$ cat config.mk
export PLATFORM = sky130hd
export DESIGN_NAME = clkburst
export DESIGN_NICKNAME = d
export VERILOG_FILES = /design/src/rtl/clkburst_pkg.sv /design/src/rtl/clkburst.sv
export SDC_FILE = /design/constraint.sdc
export NUM_CORES = 1
export LEC_CHECK = 0
export ABC_CLOCK_PERIOD_IN_PS = 2100
export CORE_ASPECT_RATIO = 0.6
export CORE_MARGIN = 2
export CORE_UTILIZATION = 44
export CTS_CLUSTER_DIAMETER = 120
export DETAILED_ROUTE_END_ITERATION = 16
export GPL_TIMING_DRIVEN = 0
export PLACE_DENSITY = 0.75
export SETUP_SLACK_MARGIN = 0.15
export SKIP_CTS_REPAIR_TIMING = 1
export SYNTH_ARGS = -nofsm -noshare
export SYNTH_HDL_FRONTEND = slang
export SYNTH_SLANG_ARGS = --single-unit
$ cat constraint.sdc
create_clock -name clk -period 2.1 [get_ports clk]
set_clock_uncertainty 0.1 [all_clocks]
set_input_delay 0.315 -clock clk [delete_from_list [all_inputs] [get_ports clk]]
set_output_delay 0.315 -clock clk [all_outputs]
set_load 0.005 [all_outputs]
$ cat src/rtl/clkburst_pkg.sv
// Shared definitions for the clock-burst gate controller.
package clkburst_pkg;

    typedef enum logic {
        ST_IDLE = 1'b0,
        ST_RUN  = 1'b1
    } state_t;

endpackage

$ cat src/rtl/clkburst.sv
// Clock-burst controller: drives the gate of a downstream glitch-free clock gate
// so exactly len clk pulses pass per accepted request.
module clkburst
    import clkburst_pkg::*;
#(
    parameter int unsigned W        = 8,
    parameter bit          SEAMLESS = 1'b1
) (
    input  logic         clk,
    input  logic         rst,
    input  logic         start,
    input  logic [W-1:0] len,
    input  logic         abort,
    output logic         ready,
    output logic         gate,
    output logic         busy,
    output logic [W-1:0] remaining,
    output logic         done
);

    state_t         r_state;
    state_t         w_state_nxt;
    logic [W-1:0]   r_cnt;
    logic [W-1:0]   w_cnt_nxt;
    logic           r_gate;
    logic           w_gate_nxt;
    logic           r_busy;
    logic           w_busy_nxt;
    logic           r_done;
    logic           w_done_nxt;
    logic           r_done_pend;
    logic           w_done_pend_nxt;
    logic           w_last;
    logic           w_ready;
    logic           w_accept;
    logic           w_len_zero;

    assign w_last     = (r_cnt == '0);
    assign w_ready    = (r_state == ST_IDLE) || (SEAMLESS && (r_state == ST_RUN) && w_last);
    assign w_accept   = start & w_ready & ~abort;
    assign w_len_zero = (len == '0);

    always_ff @(posedge clk or posedge rst) begin
        if (rst) begin
            r_state     <= ST_IDLE;
            r_cnt       <= '0;
            r_gate      <= 1'b0;
            r_busy      <= 1'b0;
            r_done      <= 1'b0;
            r_done_pend <= 1'b0;
        end else begin
            r_state     <= w_state_nxt;
            r_cnt       <= w_cnt_nxt;
            r_gate      <= w_gate_nxt;
            r_busy      <= w_busy_nxt;
            r_done      <= w_done_nxt;
            r_done_pend <= w_done_pend_nxt;
        end
    end

    // A zero-length request taken on the last RUN cycle owes its done strobe one
    // cycle after the finishing burst's strobe; r_done_pend carries it.
    always_comb begin
        w_state_nxt     = r_state;
        w_cnt_nxt       = r_cnt;
        w_gate_nxt      = r_gate;
        w_busy_nxt      = r_busy;
        w_done_nxt      = r_done_pend;
        w_done_pend_nxt = 1'b0;
        unique case (r_state)
            ST_IDLE: begin
                if (w_accept) begin
                    if (w_len_zero) begin
                        w_done_nxt = 1'b1;
                    end else begin
                        w_state_nxt = ST_RUN;
                        w_cnt_nxt   = len - 1'b1;
                        w_gate_nxt  = 1'b1;
                        w_busy_nxt  = 1'b1;
                    end
                end
            end
            ST_RUN: begin
                if (abort) begin
                    w_state_nxt = ST_IDLE;
                    w_cnt_nxt   = '0;
                    w_gate_nxt  = 1'b0;
                    w_busy_nxt  = 1'b0;
                end else if (w_last) begin
                    w_done_nxt = 1'b1;
                    if (w_accept && !w_len_zero) begin
                        w_cnt_nxt = len - 1'b1;
                    end else begin
                        w_state_nxt     = ST_IDLE;
                        w_gate_nxt      = 1'b0;
                        w_busy_nxt      = 1'b0;
                        w_done_pend_nxt = w_accept;
                    end
                end else begin
                    w_cnt_nxt = r_cnt - 1'b1;
                end
            end
        endcase
    end

    assign ready     = w_ready;
    assign gate      = r_gate;
    assign busy      = r_busy;
    assign remaining = r_cnt;
    assign done      = r_done;

endmodule

==> results.cfg <==
[final_layout]
final_area_sq_um = 1540
num_antenna_cells = 0
final.fill_count = 143
drive_above_1_share_pct = 29.7
area_delta_synth_final_pct = 58.6
fin_cells = 185
mostFrequentLayoutCell = sky130_fd_sc_hd__clkdlybuf4s50_1
layout_common_cells = sky130_fd_sc_hd__clkdlybuf4s50_1 (21), sky130_fd_sc_hd__buf_4 (14), sky130_fd_sc_hd__dfrtp_1 (10)
final_core_utilization_pct = 72.2
num-nets-final = 172

[logic_synthesis]
yosysSeqAreaShare_pct = 31.0
synth_top_flop_cell = sky130_fd_sc_hd__dfrtp_1
netlist_area_pre_place_sq_um = 970
synthArstFlopShare_pct = 100
avg_inst_size_synth_sq_um = 8.82
synth_enable_flop_cells = 0
synth.distinct_cells = 41
syn-instance-count = 110
synth-seq-cells = 12
synth_warnings = 0
synth_fp_nets = 126

[route]
drt-initial-drc-count = 135
drt_wl_total_microns = 3420
remaining_drc_errors = 0
drt-vias-per-instance = 6.01
firstDrtPassIters = 4
via_total_after_detailed_routing = 1111
drtAntennaViolNets = 0
wire_per_inst_microns = 18.5

[cts]
clock_sink_count = 12
cts.path.max_buffers = 2
clk_pin_slew_worst_paths_ps = 50
clock_tree.htree_level_count = 1
ctsRootBufferMaster = sky130_fd_sc_hd__clkbuf_8
clock_latency_ps = 250
tritoncts_clock_tree = yes
cts_inserted_buffers = 3

[critical_path]
critPathCaptureType = flop
critPathKind = flop to flop
timing.critical_path.slowest_stage_cell = sky130_fd_sc_hd__dfrtp_2
critical_path_s_top_delay_family = buffers and inverters
worstPathArrival_ps = 2420
cp_common_cell = sky130_fd_sc_hd__buf_6
cpPeakStageDelay_ps = 430
crit_path_start_kind = flop
cp_cell_sequence = inv_2, ha_4, or3b_4, buf_8, o21ai_4, buf_6, nand4_1, buf_6, o21ba_2, a2bb2oi_1
timing.critical_path.required_ps = 2130
critical_path.max_fanout = 8
cp_num_buf_inv = 4

[outcome]
outcome = finished with violations
violated_checks = negative setup slack

[sta]
slew_headroom_pct = 68.6
final_hold_violation_count = 0
fmax_mhz = 419
final-max-slew-violation-count = 0
worst_hold_margin_ps = 278
final_critical_path_setup_slack_ps = -285
final_worst_path_period_need_ps = 2380
fin_crit_sh_pct = 114
rsz0062_at_grt = yes
setup_viol = 11
tightest_slew_ps = 471

[place]
dp.final_hpwl_microns = 1910
global_placement_routability_congestion = 0.842
detailed_place.area_sq_um = 1240
buffer_ports.inserted = 22
dpl.cell_count = 162
place_worst_setup_slack_ps = -591

[die]
fp.dieH_microns = 40.4
boundaryPins = 24
start_util_pct = 45.5
die-area_sq_um = 2610
coreArea_sq_um = 2130
fp-row-count = 13
die-width_microns = 64.6

[grt]
global_route_wire_length_before_repair_microns = 4100
antenna_found_initial = 0
first_global_vias = 855
grtUsageTotal_pct = 21.9
maximum_number_of_pins_on_one_net_before_global_route_repair = 13
global_route.overflow_total = 0

[job]
cap_violations = 0

[power]
cell_pwr_density_nw_per_um2 = 1410
vdd_ir_drop_max_mv = 0.723
power.static_leakage_uw = 0.000639

[min_path]
worstHoldPathType = input pin to asynchronous set/reset pin
==> final timing paths <==
kind | startpoint | end | slack, ps | cells past startpoint
max | remaining[0] | remaining[1] | -280 | 10
min | rst | remaining[6] | 280 | 2
max reg2reg | remaining[0] | remaining[1] | -280 | 10
min reg2reg | r_done_pend | done | 340 | 1
max in group asynchronous | rst | remaining[0] | 1270 | 2
min in group clk | abort | done | 310 | 2
==> worst register-to-register path: stages, from the launching register on <==
cell and delay, ps:
sky130_fd_sc_hd__dfrtp_2 430, sky130_fd_sc_hd__inv_2 90, sky130_fd_sc_hd__ha_4 130, sky130_fd_sc_hd__or3b_4 370, sky130_fd_sc_hd__buf_8 150, sky130_fd_sc_hd__o21ai_4 170
sky130_fd_sc_hd__buf_6 130, sky130_fd_sc_hd__nand4_1 170, sky130_fd_sc_hd__buf_6 200, sky130_fd_sc_hd__o21ba_2 200, sky130_fd_sc_hd__a2bb2oi_1 130
==> power by group <==
| part | switching, uW | total, uW | internal [uW] |
|---|---|---|---|
| clock network | 92.3 | 227 | 134 |
| registers | 125 | 451 | 326 |
| logic | 671 | 1480 | 812 |
| total | 889 | 2160 | 1270 |
==> per-stage QoR <==
| stage | power (uW) | setup TNS [ps] |
|---|---|---|
| after floorplan | 1080 | -672 |
| after global placement | 1430 | -4640 |
| after detailed placement | 1450 | -5070 |
| after CTS | 1680 | -3670 |
| after global routing | 2280 | -2490 |
| final | 2160 | -2020 |
==> registers in the layout, indices dropped and copies added, names as in the netlist <==
register / flops
remaining: 8
busy: 1
done: 1
r_done_pend: 1
r_state: 1
==> final cells by class <==
| class | count | area (sq um) | area share, % |
|---|---|---|---|
| Buffer | 6 | 51.3 | 3.34 |
| Clock buffer | 4 | 45.0 | 2.93 |
| Inverter | 8 | 30.0 | 1.95 |
| Multi-Input combinational cell | 85 | 694 | 45.2 |
| Sequential cell | 12 | 303 | 19.7 |
| Tap cell | 30 | 37.5 | 2.44 |
| Timing Repair Buffer | 40 | 377 | 24.5 |
==> routing by layer <==
metal | vias up | GRT usage (%) | routed length, microns
met5 | - | 0 | 0
li1 | 507 | - | -
met1 | 530 | 28.4 | 1430
met3 | 12 | 5.62 | 294
met2 | 62 | 35.9 | 1610
met4 | 0 | 8.51 | 91
==> synth_stat cells (all sizes together) (3+ instances only) <==
cell type | number | share of area (%)
dfrtp | 12 | 31
o21ai | 10 | 5.5
nor2 | 9 | 3.5
inv | 8 | 3.1
nand2 | 6 | 2.3
a21oi | 5 | 2.6
buf | 5 | 3.5
ha | 4 | 5.2
nor3 | 4 | 2.1
nor4 | 4 | 2.6
xnor2 | 4 | 3.6
nor3b | 3 | 2.3
o31a | 3 | 3.6
o32a | 3 | 3.2
==> cells by family (layout without fill, tap and decap cells) <==
family          count (synthesis)  count (layout)  share of synthesized area [%]
mux                             2               2                           2.58
flops                          12              12                           31.0
buf+inv                        14              58                           6.97
xor+xnor                        6               6                           5.42
fa+ha+maj                       4               4                           5.16
simple gates                   36              36                           19.9
compound gates                 36              37                           29.0
(Power assumes the default switching activity.)
